[config.mk]
export PLATFORM = sky130hd
export DESIGN_NAME = logic_trainer_seq
export DESIGN_NICKNAME = d
export VERILOG_FILES = /design/src/rtl/logic_trainer_pkg.sv /design/src/rtl/logic_trainer_alu.sv /design/src/rtl/logic_trainer_seq.sv
export SDC_FILE = /design/constraint.sdc
export NUM_CORES = 1
export LEC_CHECK = 0
export BUFFER_PORTS_ARGS = -buffer_cell sky130_fd_sc_hd__buf_2
export CAP_MARGIN = 20
export CORE_ASPECT_RATIO = 0.6
export CORE_MARGIN = 5
export CORE_UTILIZATION = 50
export DETAILED_ROUTE_END_ITERATION = 10
export PLACE_DENSITY = 0.82
export SYNTH_ARGS = -nofsm -noshare
export SYNTH_HDL_FRONTEND = slang
export SYNTH_SLANG_ARGS = --single-unit
export TNS_END_PERCENT = 100
[constraint.sdc]
create_clock -name clk -period 2.27 [get_ports clk]
set_input_delay 0.3405 -clock clk [delete_from_list [all_inputs] [get_ports clk]]
set_output_delay 0.3405 -clock clk [all_outputs]
set_load 0.01 [all_outputs]
[src/rtl/logic_trainer_pkg.sv]
// rtl/logic_trainer_pkg.sv - operation and state encodings shared by the logic trainer
package logic_trainer_pkg;

    localparam logic [2:0] OP_AND  = 3'd0;
    localparam logic [2:0] OP_OR   = 3'd1;
    localparam logic [2:0] OP_NOTA = 3'd2;
    localparam logic [2:0] OP_NAND = 3'd3;
    localparam logic [2:0] OP_NOR  = 3'd4;
    localparam logic [2:0] OP_XOR  = 3'd5;
    localparam logic [2:0] OP_XNOR = 3'd6;
    localparam logic [2:0] OP_BUF  = 3'd7;

    typedef enum logic [1:0] {
        ST_IDLE   = 2'd0,
        ST_MANUAL = 2'd1,
        ST_SWEEP  = 2'd2,
        ST_DONE   = 2'd3
    } state_t;

endpackage

[src/rtl/logic_trainer_alu.sv]
// rtl/logic_trainer_alu.sv - combinational WIDTH-bit eight-operation logic unit
module logic_trainer_alu
    import logic_trainer_pkg::*;
#(
    parameter int WIDTH = 1
) (
    input  logic [WIDTH-1:0] a,
    input  logic [WIDTH-1:0] b,
    input  logic [2:0]       op_sel,
    output logic [WIDTH-1:0] y
);

    always_comb begin
        y = '0;
        case (op_sel)
            OP_AND:  y = a & b;
            OP_OR:   y = a | b;
            OP_NOTA: y = ~a;
            OP_NAND: y = ~(a & b);
            OP_NOR:  y = ~(a | b);
            OP_XOR:  y = a ^ b;
            OP_XNOR: y = ~(a ^ b);
            OP_BUF:  y = a;
            default: y = '0;
        endcase
    end

endmodule

[src/rtl/logic_trainer_seq.sv]
// rtl/logic_trainer_seq.sv - manual/sweep logic trainer core; TRAINER_SIG_EN adds a sweep signature
module logic_trainer_seq
    import logic_trainer_pkg::*;
#(
    parameter int WIDTH   = 1,
    parameter int DWELL_W = 8
) (
    input  logic               clk,
    input  logic               rst,
    input  logic               mode,
    input  logic               start,
    input  logic               pause,
    input  logic [2:0]         op_sel,
    input  logic [DWELL_W-1:0] dwell,
    input  logic [WIDTH-1:0]   a_in,
    input  logic [WIDTH-1:0]   b_in,
    output logic [WIDTH-1:0]   a_cur,
    output logic [WIDTH-1:0]   b_cur,
    output logic [WIDTH-1:0]   y_out,
    output logic               valid,
    output logic               busy,
    output logic               done,
    output logic [WIDTH-1:0]   sig_out
);

    localparam int CW = 2 * WIDTH;

    state_t             state;
    logic [DWELL_W-1:0] dcnt;
    logic [DWELL_W-1:0] dwell_q;
    logic [WIDTH-1:0]   y_cur;
    logic [WIDTH-1:0]   y_man;
    logic               launch;
    logic               combo_end;

    logic_trainer_alu #(.WIDTH(WIDTH)) u_alu_cur (
        .a      (a_cur),
        .b      (b_cur),
        .op_sel (op_sel),
        .y      (y_cur)
    );

    logic_trainer_alu #(.WIDTH(WIDTH)) u_alu_man (
        .a      (a_in),
        .b      (b_in),
        .op_sel (op_sel),
        .y      (y_man)
    );

    assign launch    = (state == ST_IDLE || state == ST_DONE) && mode && start;
    assign combo_end = (state == ST_SWEEP) && mode && !pause && (dcnt == dwell_q);

    // In SWEEP the {a_cur, b_cur} pair is itself the combo counter.
    always_ff @(posedge clk) begin
        if (rst) begin
            state   <= ST_IDLE;
            a_cur   <= '0;
            b_cur   <= '0;
            y_out   <= '0;
            dcnt    <= '0;
            dwell_q <= '0;
            valid   <= 1'b0;
            busy    <= 1'b0;
            done    <= 1'b0;
        end else begin
            case (state)
                ST_IDLE, ST_DONE: begin
                    if (!mode) begin
                        state <= ST_MANUAL;
                        valid <= 1'b0;
                        done  <= 1'b0;
                    end else if (start) begin
                        state   <= ST_SWEEP;
                        a_cur   <= '0;
                        b_cur   <= '0;
                        dcnt    <= '0;
                        dwell_q <= dwell;
                        valid   <= 1'b0;
                        busy    <= 1'b1;
                        done    <= 1'b0;
                    end else if (state == ST_DONE) begin
                        y_out <= y_cur;
                        valid <= 1'b1;
                    end
                end
                ST_MANUAL: begin
                    if (mode) begin
                        state <= ST_IDLE;
                        valid <= 1'b0;
                    end else begin
                        a_cur <= a_in;
                        b_cur <= b_in;
                        y_out <= y_man;
                        valid <= 1'b1;
                    end
                end
                ST_SWEEP: begin
                    y_out <= y_cur;
                    if (!mode) begin
                        state <= ST_MANUAL;
                        a_cur <= '0;
                        b_cur <= '0;
                        dcnt  <= '0;
                        busy  <= 1'b0;
                        valid <= 1'b0;
                    end else if (pause) begin
                        valid <= 1'b1;
                    end else if (dcnt != dwell_q) begin
                        dcnt  <= dcnt + DWELL_W'(1);
                        valid <= 1'b1;
                    end else if (&{a_cur, b_cur}) begin
                        state <= ST_DONE;
                        busy  <= 1'b0;
                        done  <= 1'b1;
                        valid <= 1'b1;
                    end else begin
                        {a_cur, b_cur} <= {a_cur, b_cur} + CW'(1);
                        dcnt    <= '0;
                        dwell_q <= dwell;
                        valid   <= 1'b0;
                    end
                end
                default: state <= ST_IDLE;
            endcase
        end
    end

`ifdef TRAINER_SIG_EN
    logic [WIDTH-1:0] sig;

    // Folds in the result of the applied combo, not the lagging y_out register.
    always_ff @(posedge clk) begin
        if (rst || launch) begin
            sig <= '0;
        end else if (combo_end) begin
            sig <= ((sig << 1) | (sig >> (WIDTH - 1))) ^ y_cur;
        end
    end

    assign sig_out = sig;
`else
    assign sig_out = '0;
`endif

endmodule

==> impl_metrics.yaml <==
outcome:
  outcome: "finished clean"
cells_and_area:
  fillers: 291
  area_growth_pct: 16.2
  register_area_um2: 480
  fin_cells: 273
  n_antenna_cell: 0
  multi_input_area_um2: 1150
  drive_gt1_frac: 0.211
  nNetsFinal: 257
floorplan:
  rows: 16
  dieWidth_um: 85.3
  ioPinCount: 25
  die-area_um2: 4710
  core-area_um2: 3260
  start_util: 0.522
  fp.dieH_um: 55.2
synth:
  syn-mean-instance-area_um2: 8.39
  synthArstFlopShare: 0
  synthMuxAreaShare: 0.109
  syn_area_um2: 1700
  synth-seq-cells: 24
  postSynthCellCount: 203
  synth_area_leader_cell: "dfxtp_1"
  ys_seq_area_frac: 0.282
  yosys.area_share.xor_xnor: 0.0617
  synthDistinctLibCells: 46
  yosysMostFrequentCell: "dfxtp_1"
  synth_top_family_by_area: "simple AND/OR/NAND/NOR gates"
  synth-adder-area-share: 0.0735
  yosys-top-cells-area: "dfxtp_1 28%, mux2i_1 7.6%, ha_1 7.3%"
  synth-simple-area-share: 0.245
  synthFlopType: "dfxtp_1"
  synth_compound_area_frac: 0.178
  synth_nets: 231
  yosysWarningCount: 0
  synth_common_cells: "24 x dfxtp_1, 18 x nand2b_1, 14 x nand2_1"
  netlist.area_leader.share: 0.282
  synth_edf_count: 0
sta:
  hold_viol: 0
  maxSlewViolCount: 0
  setup_viol_count_final: 0
  fin_ws_ps: 149
  fin_tns_setup_ps: 0
  finalCritPeriodShare: 0.934
  finalClockSkew_ps: 4.75
  fin_crit_ps: 2120
  rsz0062_at_grt: "false"
  fmax_mhz: 472
routing:
  drtAntennaViolNets: 0
  drc: 0
  m1WireLength_um: 1870
  wl_met3_um: 404
  drt-total-wl_um: 3950
  met2WireLength_um: 1640
  drtIter0Drc: 206
  highest_layer: "met4"
  vias: 1559
  vias_per_cell: 5.71
  wl_per_cell_um: 14.5
  drt-pass1-iter-count: 4
placement:
  hpwl_um: 2970
  globalplace.congestion: 0.942
  placed_cells: 267
  portBuffers: 23
  place_ws_ps: 83.1
power_and_ir_drop:
  peakVddDrop_mv: 0.309
  total_power_uw: 1220
  p_leak_uw: 0.000808
  power.density_nw_per_um2: 617
critical_path:
  end_kind: "flop"
  arrival_ps: 2330
  cp_num_buf_inv: 2
  timing.rr.start: "state[1]"
  cp-startpoint: "state[1]"
  crit_fanout: 7
  worst_path_max_delay_cell: "or4_1"
  crit_family: "simple AND/OR/NAND/NOR gates"
  critPathLaunchType: "flop"
  cpPeakStageDelay_ps: 530
  critical_path_class: "reg2reg"
  path_cells: "inv_1 > ha_1 > nor2_1 > or4_1 > o21ai_4 > buf_12 > mux2i_1"
  critPathRequiredTime_ps: 2480
cts:
  tritoncts: "yes"
  cts_buffers: 3
  cts.sinks: 24
  cts_max_level: 1
  cts-root-buf: "clkbuf_8"
  worstSkewPairLatency_ps: 270
  clk_pin_slew_ps: 90
  ctsLongestPathBuffers: 2
global_routing:
  globalRouteOverflowTotal: 0
  grt_pass1_vias: 1347
  grt_pass1_wl_um: 6580
  grtUsageTotal: 0.169
  antenna_found_initial: 0
  grt_max_degree: 27
worst_hold_path:
  hold_path_class: "in2reg"
  holdCritStartpoint: "dwell[0]"
job:
  max-cap-violations: 0
==> through the flow <==
step | util | instance area (um^2) | hold WS, ps
after floorplan | - | 1700 | 460
final | 0.607 | 1980 | 313
after global placement | 0.574 | 1870 | 471
after global routing | 0.607 | 1980 | 309
after detailed placement | 0.574 | 1870 | 482
after CTS | 0.596 | 1950 | 310
==> worst paths after layout <==
kind / to / slack, ps / cells after the start
hold reg to reg: dwell_q[7] / 490 / 2
hold / removal: dwell_q[0] / 310 / 3
setup / recovery: dwell_q[2] / 150 / 7
setup reg to reg: dwell_q[2] / 150 / 7
==> metal layers <==
layer / track usage / up-vias
met4: 0.0158 / 0
li1: - / 777
met5: 0 / -
met3: 0.0535 / 8
met2: 0.235 / 76
met1: 0.260 / 698
==> cells by family (layout without fill, tap and decap cells) <==
logic type	Yosys count	after routing
xor+xnor	12	12
flops	24	24
other cells	1	1
simple gates	74	74
buf+inv	21	46
fa+ha+maj	10	10
compound gates	44	44
mux	17	17
==> power breakdown <==
group | total (uW) | switching [uW] | internal, uW
clock network | 382 | 146 | 236
logic | 374 | 211 | 163
registers | 465 | 18.6 | 446
total | 1220 | 376 | 845
==> sequential cells by signal (all words and copies together), names as in the netlist <==
signal and flops:
dcnt 8, dwell_q 8, state 2, a_cur 1
b_cur 1, busy 1, done 1, valid 1
y_out 1
==> worst min-delay path: cells and delay by family <==
kind	cells	cell delay [ps]
buf+inv	1	90
simple gates	1	50
mux	1	60
==> area by class of cell <==
class	instances	area share
inverter	12	0.0228
tap	45	0.0284
timing repair buffer	30	0.0910
sequential	24	0.243
multi-input combinational	158	0.579
clock buffer	3	0.0209
clock inverter	1	0.0152
==> layout by cell type, fill, tap and decap left out, types with 2 or more instances in the layout <==
master,instances
ha_1,10
a21oi_1,6
nand3_1,4
clkbuf_8,3
and2_1,2
o21ai_0,9
o22ai_1,2
nand2b_1,18
mux2i_1,13
inv_1,11
or4_1,2
nor2_1,13
a31oi_1,6
a311oi_1,3
xor2_1,9
nand2_1,14
nand4_1,3
and3_2,2
xnor2_1,3
buf_4,6
nor4_2,2
a211oi_1,4
dfxtp_1,24
buf_2,23
or3_1,2
o21bai_1,3
mux2_2,3
nor2b_1,5
==> what timing repair did <==
item | CTS | global route
setup endpoints to repair | 0 | 9
setup buffers | 0 | 2
hold buffers | 0 | 0
resized for setup | 0 | 2
(Power assumes the default switching activity.)
